[src/rtl/dual_index_encoder.sv]
// Collects up to two bit indices per cycle into a pending vector and hands it
// to a single-entry registered output stage on flush.
module dual_index_encoder #(
    parameter int N = 8,
    localparam int W = $clog2(N),
    localparam int C = $clog2(N + 1)
) (
    input  logic         clk,
    input  logic         rst,
    input  logic [W-1:0] dir_a,
    input  logic         en_a,
    input  logic [W-1:0] dir_b,
    input  logic         en_b,
    input  logic         flush,
    output logic         flush_ready,
    output logic [N-1:0] out,
    output logic         out_valid,
    input  logic         out_ready,
    output logic [C-1:0] out_count,
    output logic         dup,
    output logic         range_err
);

    // Handshake: out is offered while out_valid=1 and is consumed on the rising
    // edge where out_valid && out_ready; out holds steady until then. A flush is
    // taken on the edge where flush && flush_ready.
    localparam logic [0:0] EMPTY = 1'b0;
    localparam logic [0:0] FULL  = 1'b1;

    localparam logic [W:0] N_LIM = (W + 1)'(N);

    logic [0:0]   state_q, state_d;
    logic [N-1:0] acc_q, acc_d;
    logic [N-1:0] out_q, out_d;
    logic [C-1:0] cnt_q, cnt_d;
    logic         dup_q, dup_d;
    logic         rerr_q, rerr_d;

    logic         ok_a, ok_b;
    logic [N-1:0] mask_a, mask_b, set_mask, merged;
    logic [C-1:0] merged_cnt;
    logic         xfer;

    assign ok_a     = ({1'b0, dir_a} < N_LIM);
    assign ok_b     = ({1'b0, dir_b} < N_LIM);
    assign mask_a   = (en_a && ok_a) ? (N'(1) << dir_a) : '0;
    assign mask_b   = (en_b && ok_b) ? (N'(1) << dir_b) : '0;
    assign set_mask = mask_a | mask_b;
    assign merged   = acc_q | set_mask;

    assign out_valid   = (state_q == FULL);
    assign flush_ready = !out_valid || out_ready;
    assign xfer        = flush && flush_ready;

    always_comb begin
        merged_cnt = '0;
        for (int i = 0; i < N; i++) begin
            merged_cnt = merged_cnt + C'(merged[i]);
        end
    end

    always_comb begin
        state_d = state_q;
        acc_d   = merged;
        out_d   = out_q;
        cnt_d   = cnt_q;
        dup_d   = (en_a && en_b && (dir_a == dir_b)) || |(set_mask & acc_q);
        rerr_d  = (en_a && !ok_a) || (en_b && !ok_b);
        if (xfer) begin
            // Same-cycle writes ride along with the vector being flushed.
            out_d   = merged;
            cnt_d   = merged_cnt;
            acc_d   = '0;
            state_d = FULL;
        end else if (out_valid && out_ready) begin
            state_d = EMPTY;
        end
    end

    always_ff @(posedge clk) begin
        if (rst) begin
            state_q <= EMPTY;
            acc_q   <= '0;
            out_q   <= '0;
            cnt_q   <= '0;
            dup_q   <= 1'b0;
            rerr_q  <= 1'b0;
        end else begin
            state_q <= state_d;
            acc_q   <= acc_d;
            out_q   <= out_d;
            cnt_q   <= cnt_d;
            dup_q   <= dup_d;
            rerr_q  <= rerr_d;
        end
    end

    assign out       = out_q;
    assign out_count = cnt_q;
    assign dup       = dup_q;
    assign range_err = rerr_q;

endmodule
[config.mk]
export PLATFORM = sky130hd
export DESIGN_NAME = dual_index_encoder
export DESIGN_NICKNAME = d
export VERILOG_FILES = /design/src/rtl/dual_index_encoder.sv
export SDC_FILE = /design/constraint.sdc
export NUM_CORES = 1
export LEC_CHECK = 0
export CAP_MARGIN = 20
export CORE_MARGIN = 2
export CORE_UTILIZATION = 42
export CTS_CLUSTER_DIAMETER = 120
export DETAILED_ROUTE_END_ITERATION = 7
export GPL_ROUTABILITY_DRIVEN = 1
export PLACE_DENSITY = 0.8
export SYNTH_ARGS = -nofsm -noshare
export SYNTH_HDL_FRONTEND = slang
export SYNTH_SLANG_ARGS = --single-unit
[constraint.sdc]
create_clock -name clk -period 3.5 [get_ports clk]
set_input_delay 0.7 -clock clk [delete_from_list [all_inputs] [get_ports clk]]
set_output_delay 0.7 -clock clk [all_outputs]
set_load 0.005 [all_outputs]
==> summary by stage <==
Clock network
The root buffer cell is clkbuf_4. Clock tree synthesis inserted a total of 3 buffers. TritonCTS built the clock tree.

The number of buffers between clock root and the deepest sink is 2. Counting every sink on the clock net gives 22. The H-tree depth is 1. The clock slew at the register clock pins of the worst setup and hold paths is 0.12 ns. The clock reaches the later pin of the worst-skew pair after 0.31 ns.

Cells and area
0 antenna diodes ended up in the layout. From synthesis to final layout, the design area changed by 60.1%. The share of layout cells above drive strength 1 is 31.4%. The final layout contains 195 nets. The final standard cell area without fillers is 1650 µm².

Placement
After detailed placement, the total cell area comes to 1510 µm². The placed wire-length estimate after detailed placement is 2130 µm. The congestion estimate from routability-driven global placement came to 0.903. Input and output buffers added on the ports amount to 26.

Power
Combinational logic is responsible for 29.7% of the overall power. The static power due to leakage is 0.722 nW. Summed over all nets, the switching power comes to 169 µW. IR analysis of the VDD net gives a maximum drop of 0.000269 V. The design internal power is 419 µW. Per report_power, the sequential group accounts for 45.9% of the total. The relative contribution of the clock network to total power is 24.4%. Net switching is 28.8% of the power.

For this design the ratio of total power to cell area is 356 nW/µm².

Floorplanning
The die extent in y is 53.6 µm. In this run the horizontal extent of the chip is 53.6 µm. The floorplan has 17 rows.

The I/O pin count is 28. The floorplan step defined a core boundary enclosing 2280 µm². The floorplan die area is 2870 µm². The initial utilization of the core area, before any placement, comes to 45.4%.

STA
The number of hold violations in the final report came to 0. The worst slack on hold paths is 0.458 ns. Setup repair after global routing could not meet its margin everywhere. The setup slack of the critical path after layout is -0.0821 ns. The setup clock skew after layout is 0.00415 ns. In this run the tightest slew margin relative to its limit is 39.1%. The transition time of the tightest slew-check pin is 0.914 ns. The final critical-path share of the clock period is 102%. The maximum clock frequency is 279 MHz.

The time the worst path needs with I/O delays and setup is 3.58 ns. The count of pins over their slew limit was 0. Setup violations remaining at the end of the flow were counted as 2. The sum of negative setup slack is -0.140 ns.

GRT
The first-pass GRT wire length is 5060 µm. The sum of overflow across all layers after global routing is 0. The total routing resource utilization after global routing is 25.1%. Entering global routing, the biggest net connects 13 pins. The initial antenna violation count came to 0. Global routing used 44.0% of the available met2 tracks. For met3 alone, demand over resource in global routing was 6.39%. The most used routing layer is met2. The number of global-route vias before repair is 1106. The fraction of met1 tracks used by global routing is 28.1%.

Outcome
The final reports fail on negative setup slack. The flow ran to the end, but the final reports show violations.

Yosys
The area share of the largest cell type after synthesis is 42.7%. The number of warnings reported in the yosys synthesis log is 0. The sequential fraction of the synthesis area is 42.7%. Ranked by total cell area, the synthesized netlist is headed by dfxtp_1 43%, fa_1 7.8%, nor2_1 6.2%, nand2_1 5.8%, nand2b_1 4.8%. Synthesis inferred 22 register bits.

The mean post-synth cell area is 8.53 µm². The largest total area in the synthesized netlist belongs to dfxtp_1. When the netlist entered floorplanning its net count stood at 140. The post-synthesis instance area is 1030 µm². In this run, distinct cell masters in the synthesized netlist total 25. After technology mapping, the gate count stands at 121.

Worst setup path
The critical path ends at out_count[1]. The endpoint identified for the worst register-to-register timing path is out_count[1]. STA classifies the critical path endpoint as a register. The worst register-to-register path begins at acc_q[3]. The critical path is of the input pin to register type. Data arrives at the worst endpoint at 3.78 ns. The type of element launching the critical path is an input pin. The most critical setup path has its startpoint at dir_a[2]. Of all nets on the critical path, the largest fanout is 4. The path depth of the worst reg2reg path is 11. Setup slack on the worst reg-to-reg path comes out at 0.45 ns.

STA puts the critical path data required time at 3.70 ns.

Run
The tool flagged a number of max-cap violations equal to 0.

Routing
After detailed routing, the number of remaining DRC violations is 0. The remaining number of nets flagged by the antenna check after routing is 0. The number of detailed-route iterations in the first pass is 7. The via count is 1063. The routed wire length is 3080 µm.

After detailed routing, the average wire length per cell comes to 15.2 µm. The vias per cell is 5.24. The violation count after the first detailed-route iteration is 20.

Min path
The tightest min-delay check is of the register to register type.
[metal layers]
layer / share of wire (%) / wire [µm] / vias up
met3: 4.2 / 130 / 8
met5: 0 / 0 / -
met1: 41 / 1270 / 508
met2: 51 / 1580 / 39
met4: 3.1 / 94 / 0
li1: - / - / 508
[how the worst min path moves through the flow]
stage                       from            to  slack [ns]  cells after the start
detailed placement  out_count[2]  out_count[2]        0.44                      2
floorplan           out_count[1]  out_count[1]        0.44                      2
global route        out_count[2]  out_count[2]        0.48                      2
CTS                 out_count[2]  out_count[2]        0.46                      2
global placement    out_count[1]  out_count[1]        0.44                      2
finish              out_count[2]  out_count[2]        0.46                      2
[worst max-delay path, stage by stage]
cell	delay, ns
buf_6	0.09
nand2b_4	0.16
o32ai_4	0.30
nor2_2	0.10
fa_1	0.50
inv_1	0.05
fa_1	0.49
inv_2	0.04
fa_1	0.46
inv_1	0.08
ha_2	0.19
inv_2	0.04
fa_2	0.53
o21ai_2	0.06
[power by group through the flow]
stage / sequential, mW / combinational, mW / clock (mW)
after floorplan: 0.275 / 0.0722 / 0
after global placement: 0.274 / 0.142 / 0
after detailed placement: 0.275 / 0.148 / 0
after CTS: 0.270 / 0.162 / 0.144
after global routing: 0.272 / 0.190 / 0.154
final: 0.270 / 0.174 / 0.143
[through the flow]
step | power (mW) | utilization [%] | cells | setup slack [ns]
3_5_place_dp | 0.423 | 66.1 | 192 | -0.757
4_1_cts | 0.576 | 71.1 | 201 | -0.116
3_3_place_gp | 0.416 | 66.1 | 192 | -0.675
5_1_grt | 0.617 | 72.6 | 203 | -0.111
6_report | 0.588 | 72.6 | 203 | -0.0821
2_1_floorplan | 0.347 | - | 121 | -0.0628
[cell type report]
cell class              count  area (µm²)
well taps                  28        35.0
inverters                  11        41.3
repair buffers             54         480
flip-flops and latches     22         440
clock buffers               4        36.3
multi-input cells          84         619
fillers                   142         623
[Yosys cell counts, drive strengths merged]
cell type / n
a21o: 1
a21oi: 3
a222oi: 1
a22o: 1
a22oi: 2
a32o: 1
a41oi: 1
buf: 3
clkbuf: 1
conb: 1
dfxtp: 22
fa: 4
ha: 3
inv: 11
nand2: 16
nand2b: 8
nor2: 17
nor4: 1
o21ai: 10
o22ai: 6
o32ai: 2
or2: 2
xor2: 4
[cell families after synthesis]
group | Yosys count | synth area share (%)
xor gates and xnor gates | 4 | 3.39
buffers and inverters | 15 | 6.06
AOI/OAI and AO/OA | 28 | 17.5
DFF | 22 | 42.7
and+or+nand+nor | 44 | 18.7
other | 1 | 0.363
adders and majority gates | 7 | 11.4
[registers in the layout (all words and copies together), names as in the netlist]
name and cells:
acc_q 8, dup 1, out 8, out_count 4, out_valid 1
[repair_timing]
action	in CTS	in global routing
buffers inserted	5	2
hold buffers	0	0
pin swaps	8	8
resized for setup	52	4
setup endpoints to repair	4	3
gates cloned	0	0
[cells in the final DEF, fill, tap and decap left out, drive strengths merged]
cell	synthesis	layout
a21o	1	1
clkbuf	1	4
a22oi	2	2
o21ai	10	10
a41oi	1	1
a21oi	3	3
nor4	1	1
a222oi	1	1
fa	4	4
clkdlybuf4s50	0	18
o22ai	6	6
nor2	17	17
nand2b	8	8
nand2	16	16
conb	1	1
o32ai	2	2
xor2	4	4
or2	2	2
a22o	1	1
dfxtp	22	22
a32o	1	1
ha	3	3
inv	11	11
buf	3	36
(Power assumes the default switching activity.)
